===== src/rtl/alu_pkg.sv =====
// Shared constants for the registered two-function ALU.
package alu_pkg;

  localparam int ALU_WIDTH = 2;

  localparam logic SEL_ADD = 1'b0;
  localparam logic SEL_AND = 1'b1;

endpackage : alu_pkg


===== src/rtl/alu_2bit_comb.sv =====
// Combinational function table of the ALU: modular add or bitwise AND.
module alu_2bit_comb #(
  parameter int WIDTH = alu_pkg::ALU_WIDTH
) (
  input  logic [WIDTH-1:0] ain,
  input  logic [WIDTH-1:0] bin,
  input  logic             sel,
  output logic [WIDTH-1:0] result
);
  import alu_pkg::*;

  // Select the operation; the add carry-out falls off the top bit.
  always_comb begin
    result = {WIDTH{1'b0}};
    case (sel)
      SEL_ADD: result = ain + bin;
      SEL_AND: result = ain & bin;
      default: result = {WIDTH{1'b0}};
    endcase
  end

endmodule : alu_2bit_comb


===== src/rtl/alu_2bit.sv =====
// Registered two-function ALU: combinational core plus a resettable result register.
module alu_2bit #(
  parameter int WIDTH = alu_pkg::ALU_WIDTH
) (
  input  logic             clk,
  input  logic             rst,
  input  logic [WIDTH-1:0] ain,
  input  logic [WIDTH-1:0] bin,
  input  logic             sel,
  output logic [WIDTH-1:0] zout
);

  logic [WIDTH-1:0] zout_d;
  logic [WIDTH-1:0] zout_q;

  alu_2bit_comb #(
    .WIDTH (WIDTH)
  ) u_comb (
    .ain    (ain),
    .bin    (bin),
    .sel    (sel),
    .result (zout_d)
  );

  // Result register; reset wins over the operation launched in the same cycle.
  always_ff @(posedge clk) begin
    if (rst) begin
      zout_q <= {WIDTH{1'b0}};
    end else begin
      zout_q <= zout_d;
    end
  end

  assign zout = zout_q;

endmodule : alu_2bit


===== config.mk =====
export PLATFORM = sky130hd
export DESIGN_NAME = alu_2bit
export DESIGN_NICKNAME = d
export VERILOG_FILES = /design/src/rtl/alu_pkg.sv /design/src/rtl/alu_2bit_comb.sv /design/src/rtl/alu_2bit.sv
export SDC_FILE = /design/constraint.sdc
export NUM_CORES = 1
export LEC_CHECK = 0
export ABC_AREA = 1
export BUFFER_PORTS_ARGS = -buffer_cell sky130_fd_sc_hd__buf_4
export CAP_MARGIN = 20
export CORE_AREA = 8 8 45 47
export CTS_CLUSTER_DIAMETER = 100
export DETAILED_ROUTE_END_ITERATION = 12
export DIE_AREA = 0 0 53 55
export PLACE_DENSITY_LB_ADDON = 0.3
export SLEW_MARGIN = 40
export SYNTH_ARGS = -nofsm -noshare
export SYNTH_HDL_FRONTEND = slang
export SYNTH_HIERARCHICAL = 1
export SYNTH_SLANG_ARGS = --single-unit

===== constraint.sdc =====
create_clock -name clk -period 0.8 [get_ports clk]
set_input_delay 0.04 -clock clk [delete_from_list [all_inputs] [get_ports clk]]
set_output_delay 0.04 -clock clk [all_outputs]
set_load 0.03 [all_outputs]

# ---- Word level (Yosys, flattened, before mapping)
# Index checks and enable logic that the tools add are counted.
dict set report totals {
  inputBits 7
  register_bits 2
  wordCells 5
}
dict set report op_classes {
  mux 1
  bitwise 2
  addsub 1
}
# cell count
set ops {}
lappend ops {{2-bit case mux with 2 select lines} 1}
lappend ops {{2-bit adder} 1}
lappend ops {{2-bit AND} 1}
lappend ops {{1-bit NOT} 1}

# ---- Logic depth before layout (Yosys ltp)
dict set report logic_depth {
  depth_word 2
  mapped_depth 7
  ltp_nobuf 7
}

# ---- By module
# Netlist, hierarchy kept.
# module seq_area_each_um2 area_per_inst_um2 instances cells_each
set by_module_without_submodules {}
lappend by_module_without_submodules {alu_2bit_comb 0.0 65.1 1 12}
lappend by_module_without_submodules {alu_2bit 40.0 55.1 1 6}

# ---- Least setup slack after synthesis
# Ideal clock, no wire load.
dict set report synth_timing {
  kind {in2reg}
  start {input ain[1]}
  end {register zout_q[1] (netlist: zout[1])}
  arrival_time_ps 571
  setup_slack_ps 119
  n_path_buf 0
  cell_stages 7
  path_cell_list {ha_1 -> inv_1 -> nand2_1 -> nand3_1 -> nand2_1 -> inv_1 -> nor2_1}
}
dict set report synth_via {
  elab_chain_cells 2
}
# element line
set synth_rtl {}
lappend synth_rtl {{start, declared} alu_2bit.sv:7} ;# input logic [WIDTH-1:0] ain,
lappend synth_rtl {{2-bit adder or 2-bit AND (tied branches)} {alu_2bit_comb.sv:16, alu_2bit_comb.sv:17}}
lappend synth_rtl {{2-bit case mux with 2 select lines (*)} alu_2bit_comb.sv:15} ;# case (sel)
lappend synth_rtl {{named net zout_d[1]} alu_2bit.sv:13} ;# logic [WIDTH-1:0] zout_d;
lappend synth_rtl {{end signal, assigned} alu_2bit.sv:28} ;# zout_q <= {WIDTH{1'b0}};
lappend synth_rtl {{end signal, assigned} alu_2bit.sv:30} ;# zout_q <= zout_d;
lappend synth_rtl {{end, declared} alu_2bit.sv:14} ;# logic [WIDTH-1:0] zout_q;
# Mark *: on every way through the listed nets, which the timed path passes. The rest lies on a longest branch.
# A chain may end at the register's enable or synchronous reset.

# ---- Worst setup path after layout
dict set report layout_timing {
  start {register zout_q[1] (netlist: zout[1])}
  end {output zout[1]}
}
# element line
set layout_rtl {}
lappend layout_rtl {{end, declared} alu_2bit.sv:10} ;# output logic [WIDTH-1:0] zout
# No word-level cell between the ends.

==> run metrics <==
die span in x 53 um; post-route cell area 232.7 um^2; number of DRC markers in iteration 0 4; Post-DRT Antenna Nets 0; Syn-to-layout area delta 93.75%; CTS Sinks 2; Critical Path End Type primary output; CTS root buffer clkbuf_4; CTS tree built; # IOs 9; register area 40.04 um^2; Final period util 88.51%; TNS Setup 0 ns; min Tclk post-route 0.7081 ns; slowest stage cell, crit path dfxtp_1; initial antenna violation count 0; Lkg Pwr 0.0001309 uW; syn avg cell area 6.673 um^2; largest net degree at the start of global routing 4; layout cell share with drive strength beyond 1 36.67%; hold_sp sel; xor and xnor area share after synthesis 0%; register area share after synthesis 33.33%; DRC violations left 0; H-tree depth 1; RSZ-0062 raised after global routing false; Startpoint Class flop; Worst Setup Path Type reg2out; drt first pass iters 2; Setup crit start zout[1]; synthesized flop and latch total 2; syn_nets 27; CP top delay family flip-flops; number of global-route vias before repair 151; Die Span Y 55 um; Setup violations, final 0; Max-slew headroom 93.46%; mapped cell area 120.1 um^2; via count 139; die area 0.002915 mm^2; Worst-path clk slew 0.03 ns; Largest register FFs 2; simple-gate share of the synthesized area 26.04%; fin. max-slew vios 0; Hold Crit Depth 5; Core ar. 0.001384 mm^2; row count 14; crit path cell chain buf_4; Post-Layout Cell Count 46; DR vias/cell 3.022; Resized Gates After CTS 0; crit path DAT 0.67 ns; worst path bufs/invs 1; port bufs 8; Post-Syn Instances 18; DR WL/cell 6.978 um; Total GRT Usage 2.893%; WP data required 0.76 ns; Hold Fails Final Rpt 0; Yosys top cell by area dfxtp_1; placed cell count 42; hold slack 0.1290 ns; Placed Area 200.2 um^2; mux cell area share after synthesis 0%; area of the multi-input gates 61.31 um^2; Starting Density 8.680%; slowest stage delay, CP 0.29 ns; Synth area leaders dfxtp_1 (33%), ha_1 (21%), inv_1 (16%), nand2_1 (16%), nor2_1 (6.3%); Ys Warns 6; Fillers 167; Final nets 41; Worst Hold End zout[1]; clk buf depth 2; WL final 321 um; Final Wtd Congestion 0.6599; PD cells 1812 mW/mm^2; diodes inserted 0; Peak Freq 1412 MHz; Synth Area in Compound Gates 4.167%; Worst Hold Class in2reg; Synth Area in Adders 20.83%; CTS Buf Count 3; first-pass GRT wire length 538 um; total congestion overflow 0; Yosys cell types 7; post-synth top area share 33.33%; Max VDD drop 0.1920 mV; largest family of logic cells by synthesized area simple AND/OR/NAND/NOR gates; Max Cap Viol 0; CP max FO 1; Worst-Margin Slew 0.09743 ns; status finished, final reports clean
## routing by layer
metal	global-route usage (%)	up-vias	share of wire (%)	wire, um
li1	-	78	-	-
met1	2.424	56	40	128
met2	3.125	5	48	154
met3	2.406	0	12	39
met4	5.172	0	0	0
met5	0	-	0	0
## cells by family after synthesis
kind of cell               Yosys count
adders and majority gates            2
buffers and inverters                5
and+or+nand+nor                      8
DFF                                  2
AOI/OAI and AO/OA                    1
## power breakdown
group	internal (uW)	leakage, uW	total, uW	switching [uW]
Combinational	45.7	0.000101	89.1	43.4
Clock	166	0.0000138	223	57.9
Sequential	108	0.0000165	109	1.54
Total	319	0.000131	422	103
## final cells by class
type,count,area share [%]
timing repair buffer,9,30.11
multi-input combinational,11,26.34
sequential,2,17.20
clock buffer,3,9.677
tap,16,8.602
inverter,5,8.065
## cell usage in the layout (no fill, tap or decap)
| cell | instances |
|---|---|
| dfxtp_1 | 2 |
| nand2_1 | 5 |
| ha_1 | 2 |
| nand3_1 | 1 |
| inv_1 | 5 |
| clkbuf_4 | 3 |
| nor2_1 | 2 |
| o21ai_1 | 1 |
| dlygate4sd3_1 | 1 |
| buf_4 | 8 |
## cell usage after synthesis
cell type / number
ha_1: 2
nand2_1: 5
nor2_1: 2
inv_1: 5
o21ai_1: 1
dfxtp_1: 2
nand3_1: 1
## per-stage QoR
| stage | utilization [%] | setup slack, ns | total power [uW] |
|---|---|---|---|
| 2_1_floorplan | - | 0.1192 | 156.3 |
| 3_3_place_gp | 14.47 | -0.03597 | 197.0 |
| 3_5_place_dp | 14.47 | -0.04570 | 196.8 |
| 4_1_cts | 16.82 | 0.07807 | 442.6 |
| 5_1_grt | 16.82 | 0.05048 | 471.2 |
| 6_report | 16.82 | 0.09190 | 421.8 |
## worst min-delay path: stages
cell and delay (ns):
buf_4 0.08, nand2_1 0.04, nand2_1 0.05, inv_1 0.03, nor2_1 0.07
## how the worst max path moves through the flow
stage | cells past startpoint | slack, ns | end
final | 1 | 0.09 | zout[1]
after floorplan | 7 | 0.12 | zout[1]
after global placement | 8 | -0.04 | zout[1]
after global routing | 1 | 0.05 | zout[0]
after CTS | 1 | 0.08 | zout[1]
after detailed placement | 8 | -0.05 | zout[1]
## what timing repair did
item / CTS / global route
setup buffers: 0 / 0
hold endpoints to repair: 2 / 0
hold buffers: 1 / 0
Note: power is estimated with default switching activity, not from simulation.
